--- src/rtl/bw_icache_fill_ctrl_pkg.sv ---
// Shared types and constants for the instruction-cache line fill controller.
package rfBlackWidowPkg;

    localparam int LINE_OFS = 6;

    typedef enum logic [2:0] {
        ST_IDLE,
        ST_REQ,
        ST_FILL,
        ST_COMMIT,
        ST_INV,
        ST_ERR
    } fill_state_e;

endpackage

--- src/rtl/bw_icache_victim_rr.sv ---
// Round-robin victim way selector; steps once per committed line fill.
module bw_icache_victim_rr #(
    parameter int WAYS = 4
) (
    input  logic       clk,
    input  logic       rst,
    input  logic       adv,
    output logic [1:0] way
);

    logic [1:0] way_q, way_d;

    always_comb begin
        way_d = way_q;
        if (adv) begin
            way_d = (way_q == 2'(WAYS - 1)) ? 2'd0 : way_q + 2'd1;
        end
    end

    always_ff @(posedge clk or posedge rst) begin
        if (rst) way_q <= 2'd0;
        else     way_q <= way_d;
    end

    assign way = way_q;

endmodule

--- src/rtl/bw_icache_fill_ctrl.sv ---
// I-cache miss fill controller: bursts a line from memory into the data RAM,
// sets the valid bit on completion and serialises invalidates with fills.
module bw_icache_fill_ctrl
    import rfBlackWidowPkg::*;
#(
    parameter int AWID  = 32,
    parameter int WAYS  = 4,
    parameter int LINES = 128,
    parameter int BEATS = 4,
    parameter int DWID  = 128
) (
    input  logic            rst,
    input  logic            clk,
    input  logic            miss,
    input  logic [AWID-1:0] miss_ip,
    output logic            miss_done,
    output logic            miss_err,
    input  logic            inv_req,
    input  logic            inv_all,
    input  logic [AWID-1:0] inv_adr,
    output logic            inv_ack,
    output logic            mem_req,
    output logic [AWID-1:0] mem_adr,
    input  logic            mem_ack,
    input  logic            mem_vld,
    input  logic [DWID-1:0] mem_dat,
    input  logic            mem_err,
    output logic            dat_we,
    output logic [1:0]      dat_way,
    output logic [1:0]      dat_beat,
    output logic [DWID-1:0] dat_o,
    output logic            v_wr,
    output logic [1:0]      v_way,
    output logic [AWID-1:0] v_ip,
    output logic            v_invce,
    output logic            v_invline,
    output logic            v_invall,
    output logic [AWID-1:0] v_adr,
    output logic            busy
);

    localparam int         IDX_W     = $clog2(LINES);
    localparam logic [1:0] LAST_BEAT = 2'(BEATS - 1);

    fill_state_e     state_q, state_d;
    logic [AWID-1:0] ip_q, ip_d;
    logic [1:0]      way_q, way_d;
    logic [1:0]      cnt_q, cnt_d;
    logic [1:0]      victim;
    logic            adv;

    // Set index of the line in flight; kept for debug visibility only.
    logic [IDX_W-1:0] unused_set;
    assign unused_set = ip_q[LINE_OFS +: IDX_W];

    bw_icache_victim_rr #(.WAYS(WAYS)) u_victim (
        .clk (clk),
        .rst (rst),
        .adv (adv),
        .way (victim)
    );

    always_comb begin
        state_d   = state_q;
        ip_d      = ip_q;
        way_d     = way_q;
        cnt_d     = cnt_q;
        adv       = 1'b0;
        miss_done = 1'b0;
        miss_err  = 1'b0;
        inv_ack   = 1'b0;
        mem_req   = 1'b0;
        mem_adr   = '0;
        dat_we    = 1'b0;
        dat_way   = 2'd0;
        dat_beat  = 2'd0;
        dat_o     = '0;
        v_wr      = 1'b0;
        v_way     = 2'd0;
        v_ip      = '0;
        v_invce   = 1'b0;
        v_invline = 1'b0;
        v_invall  = 1'b0;
        v_adr     = '0;

        case (state_q)
            ST_IDLE: begin
                if (inv_req) begin
                    state_d = ST_INV;
                end else if (miss) begin
                    ip_d    = miss_ip;
                    way_d   = victim;
                    state_d = ST_REQ;
                end
            end
            ST_REQ: begin
                mem_req = 1'b1;
                mem_adr = {ip_q[AWID-1:LINE_OFS], {LINE_OFS{1'b0}}};
                if (mem_ack) begin
                    cnt_d   = 2'd0;
                    state_d = ST_FILL;
                end
            end
            ST_FILL: begin
                if (mem_vld && mem_err) begin
                    state_d = ST_ERR;
                end else if (mem_vld) begin
                    dat_we   = 1'b1;
                    dat_way  = way_q;
                    dat_beat = cnt_q;
                    dat_o    = mem_dat;
                    cnt_d    = cnt_q + 2'd1;
                    if (cnt_q == LAST_BEAT) state_d = ST_COMMIT;
                end
            end
            ST_COMMIT: begin
                v_wr      = 1'b1;
                v_way     = way_q;
                v_ip      = ip_q;
                miss_done = 1'b1;
                adv       = 1'b1;
                // An invalidate held off during the fill issues right after,
                // so a same-line invalidate leaves the line invalid.
                state_d   = inv_req ? ST_INV : ST_IDLE;
            end
            ST_ERR: begin
                miss_err = 1'b1;
                state_d  = inv_req ? ST_INV : ST_IDLE;
            end
            ST_INV: begin
                v_invce   = 1'b1;
                v_invall  = inv_all;
                v_invline = ~inv_all;
                v_adr     = inv_adr;
                inv_ack   = 1'b1;
                state_d   = ST_IDLE;
            end
            default: state_d = ST_IDLE;
        endcase
    end

    assign busy = (state_q != ST_IDLE);

    always_ff @(posedge clk or posedge rst) begin
        if (rst) begin
            state_q <= ST_IDLE;
            ip_q    <= '0;
            way_q   <= 2'd0;
            cnt_q   <= 2'd0;
        end else begin
            state_q <= state_d;
            ip_q    <= ip_d;
            way_q   <= way_d;
            cnt_q   <= cnt_d;
        end
    end

endmodule
--- config.mk ---
export PLATFORM = sky130hd
export DESIGN_NAME = bw_icache_fill_ctrl
export DESIGN_NICKNAME = d
export VERILOG_FILES = /design/src/rtl/bw_icache_fill_ctrl_pkg.sv /design/src/rtl/bw_icache_victim_rr.sv /design/src/rtl/bw_icache_fill_ctrl.sv
export SDC_FILE = /design/constraint.sdc
export NUM_CORES = 1
export LEC_CHECK = 0
export CORE_AREA = 5 5 168 170
export DETAILED_ROUTE_END_ITERATION = 6
export DIE_AREA = 0 0 173 175
export GPL_ROUTABILITY_DRIVEN = 0
export PLACE_DENSITY_LB_ADDON = 0.2
export SYNTH_ARGS = -nofsm -noshare
export SYNTH_HDL_FRONTEND = slang
export SYNTH_SLANG_ARGS = --single-unit
--- constraint.sdc ---
create_clock -name clk -period 5.3 [get_ports clk]
set_input_delay 1.06 -clock clk [delete_from_list [all_inputs] [get_ports clk]]
set_output_delay 1.06 -clock clk [all_outputs]
set_load 0.01 [all_outputs]
==> results.sh <==
export IMPL_setup_viol=0
export IMPL_drc=0
export IMPL_nets=992
export IMPL_critical_path_class="input pin to output port"
export IMPL_dr_pass1_iters=4
export IMPL_path_cells="clkdlybuf4s50_1 > nand4bb_1 > nor2_4 > buf_4 > and2_1 > clkdlybuf4s50_1"
export IMPL_fin_hold_ws_ps=508
export IMPL_cts_tree="done"
export IMPL_hold_path_class="flop to flop"
export IMPL_hold_start="ip_q[4]$_DFFE_PP0P_"
export IMPL_cp_data_required_time_ps=4240
export IMPL_clockPowerShare_pct=15.5
export IMPL_setup_ws_ps=1030
export IMPL_finalPower_mw=2.10
export IMPL_synth_warnings=0
export IMPL_postCtsSetupRepairBufs=0
export IMPL_critPathMaxStageDelay_ps=550
export IMPL_syn_inst=373
export IMPL_drt_iter0_drc=81
export IMPL_die_w_um=173
export IMPL_synthAdderAreaFrac_pct=0.736
export IMPL_tightestPinTransition_ps=997
export IMPL_detail_route_antenna_nets=0
export IMPL_grt_first_pass_wirelength_um=27900
export IMPL_drive_gt1_share_pct=7.59
export IMPL_status="finished clean"
export IMPL_fin_crit_sh_pct=80.6
export IMPL_grt_antenna_before_repair=3
export IMPL_instances_no_fill=1134
export IMPL_ioPinCount=440
export IMPL_final_hold_viol_count=0
export IMPL_core_rowCount=60
export IMPL_switching_share_pct=33.0
export IMPL_async_reset_ff_share_pct=100
export IMPL_hpwl_um=16000
export IMPL_synth_edff_count=0
export IMPL_drt_total_wl_um=19400
export IMPL_avgSynthCellArea_um2=9.12
export IMPL_netlist_area_mm2=0.00340
export IMPL_tns_ps=0
export IMPL_path_clk_slew_ps=60
export IMPL_path_buf_inv=3
export IMPL_grt_pass1_vias=4172
export IMPL_path_common_cell="clkdlybuf4s50_1"
export IMPL_power_density_mw_per_mm2=255
export IMPL_internal_power_mw=1.41
export IMPL_synthToLayoutAreaGrowth_pct=142
export IMPL_synth_top_family_by_area="simple AND/OR/NAND/NOR gates"
export IMPL_grt_max_degree=58
export IMPL_synth_mux_area_share_pct=15.9
export IMPL_end_kind="output port"
export IMPL_synth_xor_area_share_pct=0.258
export IMPL_cp_max_fo=24
export IMPL_yosys_register_bits=41
export IMPL_combPwrFrac_pct=55.7
export IMPL_vias_per_cell=3.49
export IMPL_die_area_mm2=0.0303
export IMPL_critPathSlowestCell="clkdlybuf4s50_1"
export IMPL_die_h_um=175
export IMPL_clockBufferDepth=2
export IMPL_ys_seq_area_share_pct=30.2
export IMPL_start_util_pct=12.8
export IMPL_rsz0062_at_grt="no"
export IMPL_cts_hold_fix_buffers=0
export IMPL_path_delay_family="buffers and inverters"
export IMPL_overflow=0
export IMPL_drv_slew=0
export IMPL_clock_latency_ps=300
export IMPL_critPathLaunchType="input pin"
export IMPL_p_seq_share_pct=28.8
export IMPL_r2r_slack_ps=3000
export IMPL_crit_arrival_ps=3210
export IMPL_fin_skew_ps=9.87
export IMPL_cap_viol_max_count=0
export IMPL_cts_buffers=5
export IMPL_h_tree_depth=2
export IMPL_wl_per_cell_um=17.1
export IMPL_grt_usage_pct=11.8
export IMPL_cts_root_buf="clkbuf_16"
export IMPL_post_place_ws_ps=977
export IMPL_p_leak_nw=3.29
export IMPL_synth_compound_area_share_pct=1.40
export IMPL_port_buffers=433
export IMPL_netSwitchingPower_mw=0.692
export IMPL_fmax_mhz=234
export IMPL_period_needed_ps=4270
export IMPL_critPathLaunch="mem_err"
export IMPL_coreArea_mm2=0.0266
export IMPL_placed_cells=1124
export IMPL_yosys_area_share_simple_pct=45.1
export IMPL_synthFlopType="dfrtp_1"
export IMPL_clock_sinks=41
export IMPL_max_slew_margin_rel_pct=33.4
export IMPL_vdd_drop_max_v=0.000170
export IMPL_via_count=3953
export IMPL_synth_cell_types=28
export IMPL_r2r_start="state_q[2]$_DFFE_PP0P_"
export IMPL_cts_resized=0
kinds of logic (layout without fill, tap and decap cells):
logic type	count (synthesis)	count (layout)
AOI/OAI and AO/OA	7	7
xor gates and xnor gates	1	1
muxes	38	38
other	1	8
DFF	41	41
buffers and inverters	40	453
and+or+nand+nor	243	243
adders and majority gates	2	2
power groups by stage:
| stage | Clock (mW) | Combinational, mW | Sequential, mW |
|---|---|---|---|
| after floorplan | 0 | 0.629 | 0.538 |
| after global placement | 0 | 1.19 | 0.609 |
| after detailed placement | 0 | 1.19 | 0.608 |
| after CTS | 0.344 | 1.20 | 0.608 |
| after global routing | 0.355 | 1.26 | 0.633 |
| final | 0.326 | 1.17 | 0.604 |
cells in the mapped netlist, types with 2 or more instances:
cell	n	area (µm²)
nand3b_1	2	15.0
nor2_1	4	15.0
and2_1	226	1410
buf_2	4	20.0
dfrtp_1	41	1030
nor3b_1	3	22.5
a21oi_1	2	10.0
ha_1	2	25.0
clkbuf_1	20	75.1
nor2b_1	2	12.5
mux2_4	30	450
buf_4	8	60.1
mux2_2	7	78.8
buf_6	4	45.0
nand2_1	2	7.51
inv_1	4	15.0
layout make-up:
class	count	area, µm²
fillers	2775	18300
inverters	4	15.0
flip-flops and latches	41	1030
clock inverters	3	25.0
well taps	341	427
multi-input cells	297	2200
diodes	2	5.00
repair buffers	441	4410
clock buffers	5	125
cells in the final DEF, fill, tap and decap left out, types with 2 or more instances in the layout:
cell type,count
mux2_2,7
diode_2,2
conb_1,6
inv_1,3
mux2_4,30
and2_1,226
nor3b_2,2
nand3b_1,2
dfrtp_1,41
nor2b_1,2
buf_4,7
ha_1,2
clkdlybuf4s50_1,433
clkbuf_16,5
nand2_1,2
a21oi_1,2
nor2_1,2
worst register-to-register path: cells and delay by family, from the launching register on:
kind             cells  cell delay, ps
AND/OR/NAND/NOR      2            1080
multiplexers         1             570
flip-flops           1             540
through the flow:
step                area, µm²  utilization (%)
finish                   8230             31.0
CTS                      8220             30.9
global route             8230             31.0
global placement         8070             30.4
detailed placement       8070             30.4
floorplan                3420                -
sequential cells by signal (all words and copies together) (netlist names):
name          count
state_q           3
way_q             2
ip_q             32
u_victim.way      2
cnt_q             2
layer usage:
metal / part of all wire [%] / vias up / track usage, % / wire length, µm
met5: 0.067 / - / 0 / 13
met2: 51 / 210 / 21.9 / 9890
met1: 40 / 1754 / 13.2 / 7710
met3: 8.2 / 10 / 4.48 / 1590
li1: - / 1977 / - / -
met4: 0.75 / 2 / 1.60 / 145
final timing paths:
kind	to	cells after the start
max in group asynchronous	way_q[1]$_DFFE_PP0P_	2
max	dat_o[96]	6
min in group asynchronous	ip_q[17]$_DFFE_PP0P_	2
max reg2reg	way_q[1]$_DFFE_PP0P_	3
min	ip_q[4]$_DFFE_PP0P_	1
min reg2reg	ip_q[4]$_DFFE_PP0P_	1
No activity file was read; power rests on OpenSTA's default activity.
